--- src/rtl/nrdiv_pkg.sv ---
// Shared types and sizing helpers for the non-restoring divider controller.
package nrdiv_pkg;

    localparam int DEF_SIZE = 5;

    typedef enum logic [1:0] {
        IDLE    = 2'd0,
        ITER    = 2'd1,
        CORRECT = 2'd2,
        DONE    = 2'd3
    } state_e;

    // Iteration counter width; must hold SIZE-1, and never narrower than one bit.
    function automatic int cnt_w(input int size);
        return (size > 2) ? $clog2(size) : 1;
    endfunction

endpackage

--- src/rtl/nrdiv_addsub.sv ---
// Ripple-carry adder/subtractor; subtract is B inverted with carry-in set.
module nrdiv_addsub #(
    parameter int W = 6
) (
    input  logic [W-1:0] a_i,
    input  logic [W-1:0] b_i,
    input  logic         sub_i,
    output logic [W-1:0] sum_o
);

    // Final carry-out is deliberately dropped: results wrap modulo 2^W.
    always_comb begin
        logic cy;
        logic bb;
        cy    = sub_i;
        sum_o = '0;
        for (int i = 0; i < W; i++) begin
            bb       = b_i[i] ^ sub_i;
            sum_o[i] = a_i[i] ^ bb ^ cy;
            cy       = (a_i[i] & bb) | (cy & (a_i[i] ^ bb));
        end
    end

endmodule

--- src/rtl/nonrestoring_div_ctrl.sv ---
// Sequential unsigned non-restoring divider: SIZE iterations plus one correction step.
// Optional NRDIV_DBZ_CHECK_EN: short-circuit divide-by-zero straight to DONE and raise dbz.
module nonrestoring_div_ctrl
    import nrdiv_pkg::*;
#(
    parameter int SIZE = DEF_SIZE
) (
    input  logic            clk,
    input  logic            rst,
    input  logic            start,
    input  logic [SIZE-1:0] dividend,
    input  logic [SIZE-1:0] divisor,
    output logic            busy,
    output logic            done,
    output logic [SIZE-1:0] quotient,
    output logic [SIZE-1:0] remainder,
    output logic            dbz
);

    localparam int            CW   = cnt_w(SIZE);
    localparam logic [CW-1:0] LAST = CW'(SIZE - 1);

    state_e          state_q, state_d;
    logic [SIZE:0]   a_q, a_d;
    logic [SIZE:0]   m_q, m_d;
    logic [SIZE-1:0] q_q, q_d;
    logic [CW-1:0]   cnt_q, cnt_d;
    logic [SIZE-1:0] quo_q, quo_d;
    logic [SIZE-1:0] rem_q, rem_d;
    logic            dbz_q, dbz_d;

    logic [SIZE:0]   as_a;
    logic [SIZE:0]   as_sum;
    logic            as_sub;

    nrdiv_addsub #(
        .W(SIZE + 1)
    ) u_addsub (
        .a_i  (as_a),
        .b_i  (m_q),
        .sub_i(as_sub),
        .sum_o(as_sum)
    );

    // One shared datapath: ITER feeds the shifted {A,Q}, CORRECT feeds A and adds.
    always_comb begin
        as_a   = a_q;
        as_sub = 1'b0;
        if (state_q == ITER) begin
            as_a   = {a_q[SIZE-1:0], q_q[SIZE-1]};
            as_sub = ~a_q[SIZE];
        end
    end

    always_comb begin
        state_d = state_q;
        a_d     = a_q;
        m_d     = m_q;
        q_d     = q_q;
        cnt_d   = cnt_q;
        quo_d   = quo_q;
        rem_d   = rem_q;
        dbz_d   = dbz_q;
        case (state_q)
            IDLE, DONE: begin
                state_d = IDLE;
                if (start) begin
                    a_d     = '0;
                    q_d     = dividend;
                    m_d     = {1'b0, divisor};
                    cnt_d   = '0;
                    state_d = ITER;
`ifdef NRDIV_DBZ_CHECK_EN
                    if (divisor == '0) begin
                        quo_d   = '1;
                        rem_d   = dividend;
                        dbz_d   = 1'b1;
                        state_d = DONE;
                    end
`endif
                end
            end
            ITER: begin
                a_d   = as_sum;
                q_d   = {q_q[SIZE-2:0], ~as_sum[SIZE]};
                cnt_d = cnt_q + CW'(1);
                if (cnt_q == LAST) state_d = CORRECT;
            end
            CORRECT: begin
                if (a_q[SIZE]) a_d = as_sum;
                quo_d   = q_q;
                rem_d   = a_q[SIZE] ? as_sum[SIZE-1:0] : a_q[SIZE-1:0];
                dbz_d   = 1'b0;
                state_d = DONE;
            end
            default: state_d = IDLE;
        endcase
    end

    always_ff @(posedge clk) begin
        if (rst) begin
            state_q <= IDLE;
            a_q     <= '0;
            m_q     <= '0;
            q_q     <= '0;
            cnt_q   <= '0;
            quo_q   <= '0;
            rem_q   <= '0;
            dbz_q   <= 1'b0;
        end else begin
            state_q <= state_d;
            a_q     <= a_d;
            m_q     <= m_d;
            q_q     <= q_d;
            cnt_q   <= cnt_d;
            quo_q   <= quo_d;
            rem_q   <= rem_d;
            dbz_q   <= dbz_d;
        end
    end

    assign busy      = (state_q == ITER) || (state_q == CORRECT);
    assign done      = (state_q == DONE);
    assign quotient  = quo_q;
    assign remainder = rem_q;
    assign dbz       = dbz_q;

endmodule

--- config.mk ---
export PLATFORM = sky130hd
export DESIGN_NAME = nonrestoring_div_ctrl
export DESIGN_NICKNAME = d
export VERILOG_FILES = /design/src/rtl/nrdiv_pkg.sv /design/src/rtl/nrdiv_addsub.sv /design/src/rtl/nonrestoring_div_ctrl.sv
export SDC_FILE = /design/constraint.sdc
export NUM_CORES = 1
export LEC_CHECK = 0
export CAP_MARGIN = 10
export CORE_UTILIZATION = 35
export DETAILED_ROUTE_END_ITERATION = 6
export SETUP_SLACK_MARGIN = 0.5
export SYNTH_ARGS = -nofsm -noshare
export SYNTH_HDL_FRONTEND = slang
export SYNTH_SLANG_ARGS = --single-unit
--- constraint.sdc ---
create_clock -name clk -period 8.02 [get_ports clk]
set_input_delay 1.203 -clock clk [delete_from_list [all_inputs] [get_ports clk]]
set_output_delay 1.203 -clock clk [all_outputs]
set_load 0.02 [all_outputs]
==> metrics.yaml <==
min_path_type: "reg -> reg"
grt_max_degree: 33
max_slew_margin: 0.203
core_um2: 4380
slew_violations: 0
synth_warnings: 0
die_area_um2: 4860
place_congestion: 0.760
postCtsHoldBufs: 0
die-height_um: 69.7
leakage_uw: 0.000722
report.power.total_uw: 653
numCtsBuffers: 5
final_hold_viol_count: 0
grt_overflow: 0
status: "complete, no violations"
ys_ff_latch: 31
cts_resized: 0
top_layer: "met4"
synth_top_cell_area_share: 0.387
cp.arrival_ps: 4030
cts_tree: "built"
synthFlopType: "dfxtp_1"
fin_crit_ps: 3810
gr-usage-all-layers: 0.145
crit_path_max_fanout: 13
cts_sinks: 31
drc: 0
wl_met2_um: 1520
fillers: 421
vias: 1224
max-vdd-ir-drop_uv: 178
antenna_found_initial: 0
period_share: 0.475
avgViaCountPerCell: 4.96
finClkSkew_ps: 1.77
pwr-share-comb: 0.461
drt_iter0_markers: 56
initial_core_util: 0.366
io_buffers: 24
worst_pin_slew_ps: 1190
die_w_um: 69.7
start_kind: "flop"
synth_area_leader_cell: "dfxtp_1"
rows: 24
layout-drive-gt1-share: 0.0872
synth_cell_types: 31
crit_required_ps: 8240
seqPwrFrac: 0.336
wl_per_cell_um: 12.8
clk_latency_ps: 270
pin_count: 26
cp-end-kind: "flop"
hold_ws_ps: 476
worstSetupPathType: "reg -> reg"
ys_seq_area_frac: 0.387
rsz0062_at_grt: "no"
p_clk_frac: 0.204
netlist_instances: 174
clockBufferDepth: 2
grt_pass1_vias: 1227
routed-wl-met3_um: 90
n_antenna_cell: 0
synth_area_leaders: "dfxtp_1 (39%), mux2i_1 (9.4%), nor2_1 (5.6%)"
cts_setup_buffers: 0
synth-edff-count: 0
syn_avg_cell_area_um2: 9.23
max-cap-violations: 0
ant_nets: 0
switching_power_uw: 257
grt_pass1_wl_um: 5470
drtPass1Iterations: 4
netlist_area_um2: 1610
max_clock_freq_mhz: 262
routed_wl_um: 3150
clkTransAtPathRegs_ps: 60
dp_slack_ps: 4250
clock-root-buffer: "clkbuf_8"
hpwl_um: 2210
async_flop_share: 0
power.density_nw_per_um2: 334
setup_violations: 0
tns_ps: 0
nNetsFinal: 217
p_int_uw: 396
syn_nets: 197
htree_levels: 2
area_growth_pct: 21.7
worst_slack_ps: 4210
swShare: 0.394
wl_met1_um: 1500
-- worst paths after layout --
kind | end | start | slack [ps] | cells after the start
max | a_q[5] | state_q[0] | 4210 | 13
min | m_q[4] | m_q[4] | 480 | 2
max reg2reg | a_q[5] | state_q[0] | 4210 | 13
min reg2reg | m_q[4] | m_q[4] | 480 | 2
-- cells in the mapped netlist (3+ instances only) --
cell / number
inv_1: 7
clkbuf_1: 3
xnor2_1: 5
a21o_1: 3
nor2_1: 24
fa_1: 4
a22oi_1: 5
a21oi_1: 9
o21ai_1: 4
nand2b_1: 4
nand3_1: 6
mux2_2: 4
ha_1: 6
a211oi_1: 8
nand2_1: 14
dfxtp_1: 31
mux2i_1: 15
buf_2: 6
-- state kept, by name, summed over array words and instances (netlist names) --
signal and count:
q_q 5, remainder 5, cnt_q 3, state_q 2
a_q 6, quotient 5, m_q 5
-- power groups by stage --
stage                     combinational [uW]  sequential, uW  clock (uW)
after detailed placement                 302             223           0
final                                    301             219         133
after floorplan                          214             229           0
after global routing                     333             224         147
after CTS                                303             220         139
after global placement                   295             220           0
-- cell families (layout without fill, tap and decap cells) --
| family | Yosys count | after routing | synth area share |
|---|---|---|---|
| and+or+nand+nor | 50 | 50 | 0.133 |
| AOI/OAI and AO/OA | 34 | 34 | 0.149 |
| DFF | 31 | 31 | 0.387 |
| muxes | 20 | 20 | 0.129 |
| buffers and inverters | 20 | 41 | 0.0561 |
| adders and majority gates | 10 | 10 | 0.0966 |
| xor gates and xnor gates | 8 | 8 | 0.0483 |
| other | 1 | 1 | 0.00234 |
-- metrics by stage --
step	area, um2	cells	util
after floorplan	1610	174	-
after global placement	1850	239	0.423
after detailed placement	1850	239	0.423
after CTS	1950	247	0.446
after global routing	1950	247	0.446
final	1950	247	0.446
-- placed cells by master (no fill, tap or decap), drive strengths merged --
| cell | netlist | layout |
|---|---|---|
| nand2b | 4 | 4 |
| conb | 1 | 1 |
| a22oi | 5 | 5 |
| nand3 | 6 | 6 |
| clkbuf | 3 | 8 |
| a32oi | 1 | 1 |
| mux2i | 15 | 15 |
| xor2 | 2 | 2 |
| a311oi | 1 | 1 |
| ha | 6 | 6 |
| xnor2 | 6 | 6 |
| and2b | 1 | 1 |
| fa | 4 | 4 |
| a21oi | 10 | 10 |
| mux2 | 5 | 5 |
| nor2 | 24 | 24 |
| clkdlybuf4s50 | 0 | 24 |
| o21ai | 4 | 4 |
| a2111oi | 1 | 1 |
| inv | 9 | 9 |
| a211oi | 9 | 9 |
| nand3b | 1 | 1 |
| dfxtp | 31 | 31 |
| a21o | 3 | 3 |
| nand2 | 14 | 14 |
-- layer usage --
metal / GRT usage / vias to the layer above
met4: 0.0756 / 0
met5: 0 / -
met3: 0.0552 / 2
li1: - / 631
met1: 0.170 / 568
met2: 0.229 / 23
-- area by class of cell --
| cell class | count | area (um2) | share of cell area |
|---|---|---|---|
| Timing Repair Buffer | 24 | 240 | 0.123 |
| Inverter | 9 | 33.8 | 0.0173 |
| Clock buffer | 8 | 100 | 0.0512 |
| Sequential cell | 31 | 621 | 0.318 |
| Tap cell | 52 | 65.1 | 0.0333 |
| Multi-Input combinational cell | 123 | 895 | 0.458 |
-- critical path, stage by stage, from the launching register on --
cell and delay (ps):
dfxtp_1 410, ha_1 620, mux2_2 430, nand2_1 60, o21ai_1 70, fa_1 380, fa_1 400, fa_1 380
inv_1 80, fa_1 200, xnor2_2 140, xnor2_1 120, a2111oi_2 330, a21o_1 120
No activity file was read; power rests on OpenSTA's default activity.
